**config.mk**
```make
export PLATFORM = sky130hd
export DESIGN_NAME = vga_timing_monitor
export DESIGN_NICKNAME = d
export VERILOG_FILES = /design/src/rtl/vga_timing_monitor.sv
export SDC_FILE = /design/constraint.sdc
export NUM_CORES = 1
export LEC_CHECK = 0
export CAP_MARGIN = 20
export CORE_MARGIN = 3
export CORE_UTILIZATION = 29
export DETAILED_ROUTE_END_ITERATION = 12
export REMOVE_ABC_BUFFERS = 1
export SLEW_MARGIN = 20
export SYNTH_ARGS = -nofsm -noshare
export SYNTH_HDL_FRONTEND = slang
export SYNTH_SLANG_ARGS = --single-unit
```
**constraint.sdc**
```tcl
create_clock -name clk -period 5.6 [get_ports clk]
set_input_delay 1.12 -clock clk [delete_from_list [all_inputs] [get_ports clk]]
set_output_delay 1.12 -clock clk [all_outputs]
set_load 0.02 [all_outputs]
```
**src/rtl/vga_timing_monitor.sv**
```systemverilog
// Passive sink-side checker for the XGA 1024x768@60 raster: measures sync timing, tracks lock and
// sticky errors, and publishes per-frame stats. VGA_MON_CHECKSUM_EN adds the active-pixel checksum.
module vga_timing_monitor #(
  parameter int H_TOTAL     = 1344,
  parameter int H_SYNC      = 136,
  parameter int V_TOTAL     = 806,
  parameter int V_SYNC      = 6,
  parameter int H_FIRST     = 296,
  parameter int V_FIRST     = 35,
  parameter int H_ACTIVE    = 1024,
  parameter int V_ACTIVE    = 768,
  parameter int LOCK_FRAMES = 2
) (
  input  logic        clk,
  input  logic        rst,
  input  logic        hs,
  input  logic        vs,
  input  logic [3:0]  r,
  input  logic [3:0]  g,
  input  logic [3:0]  b,
  output logic        locked,
  output logic        frame_done,
  output logic [10:0] h_total_m,
  output logic [10:0] h_sync_m,
  output logic [9:0]  v_total_m,
  output logic [9:0]  v_sync_m,
  output logic [15:0] frame_checksum,
  output logic        err_h,
  output logic        err_v,
  output logic [15:0] frame_cnt
);
  localparam int LW = $clog2(LOCK_FRAMES + 1);
  localparam logic [10:0]   H_TOTAL_C = 11'(H_TOTAL);
  localparam logic [10:0]   H_SYNC_C  = 11'(H_SYNC);
  localparam logic [9:0]    V_TOTAL_C = 10'(V_TOTAL);
  localparam logic [9:0]    V_SYNC_C  = 10'(V_SYNC);
  localparam logic [LW-1:0] LOCK_C    = LW'(LOCK_FRAMES);

  typedef enum logic {SEARCH = 1'b0, RUN = 1'b1} state_t;
  state_t state, state_nx;

  logic hs1, hs2, vs1, vs2;
  logic hs_fall, hs_rise, vs_fall, vs_rise;
  logic [10:0] h_cnt, h_period, h_line, h_sync_w;
  logic [9:0]  v_cnt, v_period, v_sync_w;
  logic h_sat, v_sat, line_bad, frame_mis, h_bad, v_bad;
  logic frame_bad, frame_clean, publish;
  logic [LW-1:0] lock_cnt;

  // Syncs reset low so a sync already low at release never looks like a falling edge.
  always_ff @(posedge clk or posedge rst) begin
    if (rst) begin
      hs1 <= 1'b0;
      hs2 <= 1'b0;
      vs1 <= 1'b0;
      vs2 <= 1'b0;
    end else begin
      hs1 <= hs;
      hs2 <= hs1;
      vs1 <= vs;
      vs2 <= vs1;
    end
  end

  assign hs_fall  = hs2 & ~hs1;
  assign hs_rise  = ~hs2 & hs1;
  assign vs_fall  = vs2 & ~vs1;
  assign vs_rise  = ~vs2 & vs1;
  assign h_sat    = (h_cnt == 11'h7FF);
  assign v_sat    = (v_cnt == 10'h3FF);
  assign h_period = h_sat ? h_cnt : h_cnt + 11'd1;
  assign v_period = v_sat ? v_cnt : v_cnt + 10'd1;

  always_ff @(posedge clk or posedge rst) begin
    if (rst) begin
      h_cnt    <= '0;
      v_cnt    <= '0;
      h_line   <= '0;
      h_sync_w <= '0;
      v_sync_w <= '0;
    end else begin
      h_cnt <= hs_fall ? 11'd0 : h_period;
      if (vs_fall)
        v_cnt <= '0;
      else if (hs_fall)
        v_cnt <= v_period;
      if (hs_fall) h_line   <= h_period;
      if (hs_rise) h_sync_w <= h_period;
      if (vs_rise) v_sync_w <= v_cnt;
    end
  end

  assign line_bad    = hs_fall && ((h_period != H_TOTAL_C) || (h_sync_w != H_SYNC_C));
  assign frame_mis   = vs_fall && ((v_period != V_TOTAL_C) || (v_sync_w != V_SYNC_C));
  assign h_bad       = line_bad || h_sat;
  assign v_bad       = frame_mis || v_sat;
  assign frame_clean = !frame_bad && !h_bad && !v_bad;

  always_ff @(posedge clk or posedge rst) begin
    if (rst) state <= SEARCH;
    else     state <= state_nx;
  end

  always_comb begin
    state_nx = state;
    publish  = 1'b0;
    case (state)
      SEARCH: if (vs_fall) state_nx = RUN;
      RUN:    publish = vs_fall;
    endcase
  end

  always_ff @(posedge clk or posedge rst) begin
    if (rst) begin
      frame_done <= 1'b0;
      err_h      <= 1'b0;
      err_v      <= 1'b0;
      frame_bad  <= 1'b0;
      lock_cnt   <= '0;
      h_total_m  <= '0;
      h_sync_m   <= '0;
      v_total_m  <= '0;
      v_sync_m   <= '0;
      frame_cnt  <= '0;
    end else begin
      frame_done <= publish;
      if (state == RUN && h_bad) err_h <= 1'b1;
      if (state == RUN && v_bad) err_v <= 1'b1;
      if (vs_fall)
        frame_bad <= 1'b0;
      else if (state == RUN && (h_bad || v_bad))
        frame_bad <= 1'b1;
      if (publish) begin
        // The closing line usually ends on this same edge, so take its period directly.
        h_total_m <= hs_fall ? h_period : h_line;
        h_sync_m  <= h_sync_w;
        v_total_m <= v_period;
        v_sync_m  <= v_sync_w;
        frame_cnt <= frame_cnt + 16'd1;
        if (!frame_clean)
          lock_cnt <= '0;
        else if (lock_cnt != LOCK_C)
          lock_cnt <= lock_cnt + 1'b1;
      end
    end
  end

  assign locked = (lock_cnt == LOCK_C);

`ifdef VGA_MON_CHECKSUM_EN
  localparam logic [10:0] H_FIRST_C = 11'(H_FIRST);
  localparam logic [10:0] H_LAST_C  = 11'(H_FIRST + H_ACTIVE - 1);
  localparam logic [9:0]  V_FIRST_C = 10'(V_FIRST);
  localparam logic [9:0]  V_LAST_C  = 10'(V_FIRST + V_ACTIVE - 1);

  logic [11:0] rgb1, rgb2;
  logic [15:0] csum;
  logic        active;

  // rgb2 lines up with h_cnt/v_cnt, so the counters index the pixel being folded in.
  assign active = (h_cnt >= H_FIRST_C) && (h_cnt <= H_LAST_C) &&
                  (v_cnt >= V_FIRST_C) && (v_cnt <= V_LAST_C);

  always_ff @(posedge clk or posedge rst) begin
    if (rst) begin
      rgb1           <= '0;
      rgb2           <= '0;
      csum           <= '0;
      frame_checksum <= '0;
    end else begin
      rgb1 <= {r, g, b};
      rgb2 <= rgb1;
      if (publish) frame_checksum <= csum;
      if (vs_fall)
        csum <= '0;
      else if (active)
        csum <= {csum[14:0], csum[15]} ^ {4'h0, rgb2};
    end
  end
`else
  localparam int unused_geom = H_FIRST + H_ACTIVE + V_FIRST + V_ACTIVE;
  logic unused_rgb;
  assign unused_rgb     = ^{r, g, b};
  assign frame_checksum = 16'h0000;
`endif

endmodule

```
==> results.json, run 1 <==
{
  "grt_pass1_wl_um": 20640,
  "status": "completed",
  "rsz0062_at_grt": "false",
  "drv_cap": 0,
  "cts.clk_slew.worst_paths_ns": 0.06,
  "critical_path.endpoint_type": "register",
  "cts_setup_buffers": 0,
  "ys_seq_area_share_pct": 57.36,
  "syn_inst": 537,
  "clock_skew_ns": 0.006067,
  "drive_above_1_share_pct": 10.41,
  "start_util_pct": 30.14,
  "clock_sinks": 122,
  "setup_violations": 0,
  "ys.flop_type": "dfrtp_1",
  "finalMaxSlewViolations": 0,
  "ys_async_sr_fraction_pct": 100.0,
  "fill_cells": 1730,
  "die_h_um": 141.5,
  "finalPower_mw": 2.656,
  "synth_area_leaders": "dfrtp_1, nand2_1, mux2_2",
  "diodes": 0,
  "post_cts_resized": 0,
  "gp_congestion": 0.8762,
  "max_slew_margin_pct": 43.91,
  "antenna_found_initial": 0,
  "synth_edf_count": 0,
  "clock_path_buffers": 2,
  "period_minus_slack_ns": 2.897,
  "detail_route.wirelength_um": 12180,
  "worstPathRequired_ns": 5.90,
  "rows": 48,
  "path_max_fanout": 7,
  "irDropWorstVdd_v": 0.0001957,
  "yosysTopAreaCellShare_pct": 57.36,
  "postSynthAreaPerCell_um2": 9.912,
  "placed_cell_area_um2": 6143,
  "numCtsBuffers": 17,
  "track_usage_pct": 12.95,
  "tightest_slew_ns": 0.8397,
  "startpoint_type": "register",
  "coreArea_um2": 17660,
  "cts_root_buffer": "clkbuf_16",
  "yosys-top-cells-count": "nand2_1, dfrtp_1, nor2_1",
  "clk_latency_ns": 0.41,
  "path_class": "register to register",
  "port_buffers": 65,
  "holdWs_ns": 0.3963,
  "ios": 94,
  "finalCritPeriodShare_pct": 51.74,
  "drt_iter0_drc": 291,
  "fin_setup_tns_ns": 0,
  "tritoncts": "yes",
  "grt_max_degree": 48,
  "die_x_um": 141.5,
  "firstDrtPassIters": 5,
  "via_per_inst": 4.698,
  "drcViolationCount": 0,
  "nets": 622,
  "ant_nets": 0,
  "yosysTopAreaCell": "dfrtp_1",
  "final_util_pct": 38.45,
  "p_leak_nw": 3.067,
  "synth_most_common_cell": "nand2_1",
  "htree_num_levels": 4,
  "num_vias": 3946,
  "area_delta_synth_final_pct": 27.55,
  "grt_pass1_vias": 4034,
  "final_area_um2": 6789,
  "arrival_ns": 3.20,
  "avgRoutedWirePerCell_um": 14.50,
  "ctsHoldBuffers": 0,
  "ys_seq_elements": 122,
  "die_area_um2": 20020,
  "yosys_warnings": 0,
  "clock.fmax_ghz": 0.3451,
  "grt_overflow": 0,
  "synth_area_um2": 5323,
  "ys_types": 45,
  "p_per_area_nw_per_um2": 391.2,
  "hold_class": "register to register",
  "hold_viol_final": 0,
  "hpwlAfterDp_um": 8179
}
==> final timing paths <==
kind | end | slack [ns] | cells past startpoint | startpoint
max in group asynchronous | lock_cnt[1]$_DFFE_PP0P_ | 3.61 | 3 | rst
worst max-delay path | err_v$_DFFE_PP0P_ | 2.70 | 7 | v_cnt[0]$_DFFE_PP0P_
min in group asynchronous | v_sync_m[1]$_DFFE_PP0P_ | 1.05 | 2 | rst
worst min register to register | vs2$_DFF_PP0_ | 0.40 | 0 | vs1$_DFF_PP0_
worst max register to register | err_v$_DFFE_PP0P_ | 2.70 | 7 | v_cnt[0]$_DFFE_PP0P_
worst min-delay path | vs2$_DFF_PP0_ | 0.40 | 0 | vs1$_DFF_PP0_
==> routing by layer <==
layer	GRT usage, %	up-vias	share of wire, %
met4	4.293	0	1.5
met3	4.954	18	7.1
li1	-	1905	-
met2	19.34	129	44
met1	17.36	1894	47
met5	0	-	0
==> placed cells by master, fill, tap and decap left out, drive strengths merged, types with 5 or more instances in the layout <==
master / synthesis / final
nand2: 140 / 140
dfrtp: 122 / 122
clkdlybuf4s50: 0 / 65
nor2: 39 / 39
o21ai: 35 / 35
clkbuf: 20 / 20
mux2: 19 / 19
xnor2: 16 / 16
conb: 1 / 16
nand3: 14 / 14
a21oi: 12 / 12
nand4: 11 / 11
xor2: 8 / 8
nor3: 8 / 8
mux2i: 7 / 7
buf: 20 / 6
inv: 6 / 6
and3: 5 / 5
a31oi: 5 / 5
bufinv: 0 / 5
clkinv: 1 / 5
==> layout make-up <==
cell class                      instances  area (µm²)  share of cell area (%)
Multi-Input combinational cell        383        2087                   30.74
Clock buffer                           20       446.7                   6.579
Inverter                                7       28.78                  0.4239
Timing Repair Buffer                   71       695.7                   10.25
Sequential cell                       122        3053                   44.97
Tap cell                              225       281.5                   4.147
Clock inverter                         12       196.4                   2.893
==> critical path: stages (launching register included) <==
cell	delay, ns
dfrtp_1	0.49
ha_1	0.35
nand2_1	0.17
or3_1	0.35
mux2i_1	0.19
or4_1	0.58
or4_1	0.43
a31o_1	0.23
==> power breakdown <==
part	switching [mW]	internal, mW	leakage [nW]
combinational	0.224	0.172	1.13
sequential	0.0870	0.979	1.63
clock	0.395	0.799	0.306
total	0.706	1.95	3.07
==> state kept, by name (all words and copies together) (netlist names), 2 cells and up <==
name and flops:
v_sync_w 10, lock_cnt 2, v_cnt 10, v_total_m 10, h_line 11, h_sync_m 11
frame_cnt 16, v_sync_m 10, h_total_m 11, h_cnt 11, h_sync_w 11
==> metrics by stage <==
step                worst slack, ns  instances
finish                        2.703        840
global route                  2.586        840
CTS                           2.732        840
global placement              2.830        808
detailed placement            2.766        808
floorplan                     1.237        512
==> kinds of logic after synthesis <==
kind of cell | count (synthesis) | share of synthesized area (%)
buffers and inverters | 47 | 4.537
DFF | 122 | 57.36
muxes | 26 | 5.407
other | 1 | 0.07045
xor gates and xnor gates | 24 | 3.949
and+or+nand+nor | 247 | 20.78
AOI/OAI and AO/OA | 66 | 6.958
adders and majority gates | 4 | 0.9403
Power figures use the tool's default switching activity.
==> run 2, diff against run 1 <==
==> constraint.sdc (replaced) <==
create_clock -name clk -period 2.5 [get_ports clk]
set_input_delay 0.5 -clock clk [delete_from_list [all_inputs] [get_ports clk]]
set_output_delay 0.5 -clock clk [all_outputs]
set_load 0.02 [all_outputs]
==> run 2 against run 1 <==
Worst hold slack better by 0.0058 ns. Non-clock buffer count up 30. Power up 120%. First-iteration DRC count down 43%. Core utilization up 1.3 points. Design area up 3.5%. Count of clock-buffer cells in the layout up 6. Die area unchanged.
==> results.json, run 2 (synthesis results as in run 1) <==
{
  "status": "completed",
  "worst_slack_ns": 0.05805,
  "cts.clk_slew.worst_paths_ns": 0.05,
  "slowest_stage": "or4_4",
  "gr-usage-met3_pct": 4.449,
  "largest_register_ffs": 16,
  "drive_above_1_share_pct": 15.06,
  "grt_overflow": 0,
  "track_usage_pct": 13.10,
  "grt-busiest-layer": "met2",
  "ios": 94,
  "irDropWorstVdd_v": 0.0004733,
  "post-place-ws_ns": -0.01635,
  "ant_nets": 0,
  "path_class": "register to register",
  "via_per_inst": 4.632,
  "clock_sinks": 122,
  "period_minus_slack_ns": 2.442,
  "clock.fmax_ghz": 0.4095,
  "firstDrtPassIters": 4,
  "start_util_pct": 30.14,
  "crit_chain": "ha_4 > and2_4 > nand4_2 > mux2_4 > or4_4 > or4_1 > a31o_1",
  "gp_congestion": 0.8402,
  "finalCritPeriodShare_pct": 97.68,
  "nets": 652,
  "rows": 48,
  "layout_commonest_cell": "nand2_1",
  "cp_slowest_stage_delay_ns": 0.54,
  "grt_max_degree": 54,
  "startpoint_type": "register",
  "die_x_um": 141.5,
  "critical_path.endpoint_type": "register",
  "antenna_found_initial": 0,
  "hold_class": "register to register",
  "coreArea_um2": 17660,
  "top_register": "frame_cnt",
  "diodes": 0,
  "drv_cap": 0,
  "fin_setup_tns_ns": 0,
  "htree_num_levels": 4,
  "max_slew_margin_pct": 47.92,
  "grt_pass1_wl_um": 21050,
  "grt_pass1_vias": 4058,
  "setup_violations": 0,
  "port_buffers": 65,
  "num_vias": 4025,
  "hpwlAfterDp_um": 8477,
  "final_cell_mix": "nand2_1, dfrtp_1, clkdlybuf4s50_1, nor2_1",
  "clock_skew_ns": 0.008318,
  "die_area_um2": 20020,
  "clock_path_buffers": 2,
  "grt_use_met1_pct": 18.51,
  "detail_route.wirelength_um": 12110,
  "rr_worst_depth": 7,
  "tightest_slew_ns": 0.7811,
  "hold_viol_final": 0,
  "p_per_area_nw_per_um2": 831.7,
  "p_leak_nw": 3.205,
  "finalMaxSlewViolations": 0,
  "drcViolationCount": 0,
  "clk_latency_ns": 0.41,
  "worstPathRequired_ns": 2.80,
  "arrival_ns": 2.74,
  "final_util_pct": 39.79,
  "met2_usage_pct": 18.84,
  "area_delta_synth_final_pct": 31.99,
  "die_h_um": 141.5,
  "tritoncts": "yes",
  "path_max_fanout": 4,
  "fill_cells": 1741,
  "cts_root_buffer": "clkbuf_16",
  "drt_iter0_drc": 167,
  "avgRoutedWirePerCell_um": 13.94,
  "hold_depth": 0,
  "numCtsBuffers": 17
}
==> run 2: cell count changes in the layout (fill, tap and decap cells not counted), moves of 2 or more <==
cell | before | now
buf_4 | 6 | 35
bufinv_16 | 5 | 2
clkbuf_8 | 1 | 8
clkinv_2 | 3 | 1
==> run 2: per-stage QoR <==
step | power (mW) | area [µm²] | hold WS [ns] | instances
floorplan | 2.906 | 5164 | 0.3673 | 512
global placement | 3.352 | 6381 | 0.3794 | 838
detailed placement | 3.383 | 6381 | 0.3945 | 838
CTS | 5.930 | 7003 | 0.4068 | 869
global route | 6.143 | 7025 | 0.4250 | 869
finish | 5.843 | 7025 | 0.4021 | 869
==> run 2: cell type report <==
class / instances / area, µm² / area share (%)
well taps: 225 / 281.5 / 4.007
clock buffers: 26 / 539.3 / 7.676
flip-flops and latches: 122 / 3053 / 43.46
clock inverters: 5 / 80.08 / 1.140
repair buffers: 101 / 933.4 / 13.29
inverters: 7 / 28.78 / 0.4096
multi-input cells: 383 / 2110 / 30.03
==> run 2: routing by layer <==
| metal | up-vias | part of all wire (%) |
|---|---|---|
| met3 | 18 | 5.5 |
| met1 | 1942 | 50 |
| met4 | 0 | 1.7 |
| met2 | 107 | 43 |
| met5 | - | 0 |
| li1 | 1958 | - |
==> run 2: timing repair <==
action                                 in CTS  in global routing
pin swaps                                   0                  2
endpoints found under the hold margin       0                  0
hold buffers                                0                  0
setup buffers                               0                  0
setup endpoints to repair                   1                  3
resized for setup                           1                  4
==> run 2: final timing paths <==
path / slack, ns / end / start
setup / recovery: 0.06 / err_v$_DFFE_PP0P_ / v_cnt[1]$_DFFE_PP0P_
hold / removal: 0.40 / vs2$_DFF_PP0_ / vs1$_DFF_PP0_
setup reg to reg: 0.06 / err_v$_DFFE_PP0P_ / v_cnt[1]$_DFFE_PP0P_
hold reg to reg: 0.40 / vs2$_DFF_PP0_ / vs1$_DFF_PP0_
max in group asynchronous: 1.39 / h_line[3]$_DFF_PP0_ / rst
min in group asynchronous: 0.45 / v_cnt[6]$_DFFE_PP0P_ / rst
==> run 2: power breakdown <==
| part | internal [mW] | switching (mW) |
|---|---|---|
| logic | 0.442 | 0.523 |
| clock network | 1.67 | 0.826 |
| registers | 2.19 | 0.186 |
==> run 2: critical path: cells and delay by family (launching register included) <==
kind,cells,cell delay (ns)
multiplexers,1,0.31
adder cells (fa/ha/maj),1,0.19
AO/OA/AOI/OAI,1,0.22
flip-flops,1,0.41
AND/OR/NAND/NOR,4,1.21
==> run 3, diff against run 2 <==
--- a/config.mk
+++ b/config.mk
@@ -6,8 +6,9 @@
 export NUM_CORES = 1
 export LEC_CHECK = 0
 export CAP_MARGIN = 20
-export CORE_MARGIN = 3
+export CORE_MARGIN = 2
 export CORE_UTILIZATION = 29
+export CTS_CLUSTER_DIAMETER = 80
 export DETAILED_ROUTE_END_ITERATION = 12
 export REMOVE_ABC_BUFFERS = 1
 export SLEW_MARGIN = 20
==> run 3 against run 2 <==
Combinational power is 0.8% lower. Worst setup slack worse by 0.024 ns. Via count is 0.70% higher. Flip-flop and latch count stayed put. Core utilization is 0.53 points lower. Wire length is 2.0% higher. Critical path type unchanged. Largest cell class unchanged.
==> results.json, run 3 (synthesis results as in run 1) <==
{
  "status": "completed",
  "grt_pass1_vias": 4054,
  "layout_commonest_cell": "nand2_1",
  "clock.fmax_ghz": 0.4055,
  "slowest_stage": "or4_4",
  "port_buffers": 65,
  "tritoncts": "yes",
  "num_vias": 4053,
  "drt_iter0_drc": 160,
  "track_usage_pct": 13.17,
  "path_max_fanout": 4,
  "hold_viol_final": 0,
  "tightest_slew_ns": 0.8380,
  "grt_overflow": 0,
  "r2r-end": "err_v$_DFFE_PP0P_",
  "antenna_found_initial": 0,
  "detail_route.wirelength_um": 12360,
  "drive_above_1_share_pct": 14.80,
  "drcViolationCount": 0,
  "cts_root_buffer": "clkbuf_16",
  "hpwlAfterDp_um": 8426,
  "p_per_area_nw_per_um2": 853.5,
  "critical_path.endpoint_type": "register",
  "path_class": "register to register",
  "startpoint_type": "register",
  "finalCritPeriodShare_pct": 98.65,
  "power.switching_mw": 1.594,
  "irDropWorstVdd_v": 0.0004303,
  "hp-start": "vs1$_DFF_PP0_",
  "rows": 49,
  "diodes": 0,
  "clock_skew_ns": 0.009966,
  "numCtsBuffers": 17,
  "crit_chain": "ha_4 > and2_4 > nand4_2 > mux2_4 > or4_4 > or4_4 > a31o_1",
  "seqPwrFrac_pct": 39.5,
  "avgRoutedWirePerCell_um": 14.19,
  "htree_num_levels": 4,
  "wl_met1_um": 6166,
  "top_register": "frame_cnt",
  "ctsHoldBuffers": 0,
  "final_cell_mix": "nand2_1, dfrtp_1, clkdlybuf4s50_1, nor2_1, o21ai_0",
  "worst-path-buf-inv": 0,
  "crit_path_frequent_cell": "or4_4",
  "cp-startpoint": "v_cnt[0]$_DFFE_PP0P_",
  "area_delta_synth_final_pct": 32.49,
  "rr_worst_depth": 7,
  "nets": 649,
  "worstPathRequired_ns": 2.80,
  "max_slew_margin_pct": 44.13,
  "clk_latency_ns": 0.41,
  "met3WireLength_um": 621,
  "cp_slowest_stage_delay_ns": 0.55,
  "die_x_um": 139.5,
  "final_util_pct": 39.26,
  "start_util_pct": 29.63,
  "pwr-share-clk_pct": 44.6,
  "grt_max_degree": 44,
  "largest_register_ffs": 16,
  "hold_class": "register to register",
  "cts.clk_slew.worst_paths_ns": 0.06,
  "r2r-start": "v_cnt[0]$_DFFE_PP0P_",
  "clock_sinks": 122,
  "p_int_mw": 4.424,
  "p_leak_nw": 3.215,
  "arrival_ns": 2.76,
  "cp-endpoint": "err_v$_DFFE_PP0P_",
  "finalMaxSlewViolations": 0,
  "switching_share_pct": 26.49,
  "coreArea_um2": 17960,
  "die_h_um": 139.5,
  "cts_setup_buffers": 0,
  "gp_congestion": 0.8186,
  "grt_pass1_wl_um": 20530,
  "ios": 94,
  "met2_length_um": 5401,
  "die_area_um2": 19450,
  "reg2reg_slack_ns": 0.03,
  "top_layer": "met4",
  "cp_num_cells": 7,
  "ant_nets": 0,
  "firstDrtPassIters": 4,
  "path_delay_family": "simple AND/OR/NAND/NOR gates",
  "finalPower_mw": 6.019,
  "drv_cap": 0,
  "fill_cells": 1771,
  "setup_violations": 0,
  "combPwrFrac_pct": 15.9,
  "clock_path_buffers": 2,
  "period_minus_slack_ns": 2.466,
  "via_per_inst": 4.653,
  "rsz0062_at_grt": "true"
}
==> run 3: what timing repair did <==
item	4_1_cts	5_1_grt
pin swaps	0	0
setup endpoints to repair	1	3
gates resized for setup	2	2
==> run 3: worst min-delay path by stage <==
stage                    end  slack [ns]  cells past startpoint
2_1_floorplan  vs2$_DFF_PP0_        0.37                      0
3_3_place_gp   vs2$_DFF_PP0_        0.38                      0
3_5_place_dp   vs2$_DFF_PP0_        0.40                      0
4_1_cts        vs2$_DFF_PP0_        0.41                      0
5_1_grt        vs2$_DFF_PP0_        0.43                      0
6_report       vs2$_DFF_PP0_        0.41                      0
==> run 3: through the flow <==
step | setup TNS, ns | worst slack (ns) | std cells | cell area [µm²] | hold WS, ns
final | 0 | 0.03387 | 871 | 7052 | 0.4065
after global routing | -0.02772 | -0.01524 | 871 | 7052 | 0.4300
after CTS | 0 | 0.01895 | 871 | 7038 | 0.4135
after detailed placement | -0.03117 | -0.03117 | 839 | 6376 | 0.4021
after global placement | -0.01912 | -0.01912 | 839 | 6376 | 0.3825
after floorplan | -169.19 | -1.243 | 512 | 5164 | 0.3673
==> run 3: layout make-up <==
cell class                 count  area, µm²  area share [%]
sequential                   122       3053           43.29
tap                          229      286.5           4.063
multi-input combinational    383       2105           29.84
clock buffer                  22      494.2           7.009
inverter                       7      28.78          0.4081
clock inverter                10      161.4           2.289
timing repair buffer          98      923.4           13.09
==> run 3: power by group through the flow <==
stage | clock network [mW] | logic, mW | registers [mW]
after global placement | 0 | 0.948 | 2.39
after floorplan | 0 | 0.392 | 2.51
final | 2.68 | 0.957 | 2.38
after detailed placement | 0 | 0.961 | 2.41
after global routing | 2.83 | 1.06 | 2.41
after CTS | 2.74 | 0.969 | 2.38
==> run 3: metal layers <==
metal	vias up	GRT usage, %
met5	-	0
met1	1978	18.01
met4	0	4.359
li1	1963	-
met2	96	19.89
met3	16	4.164
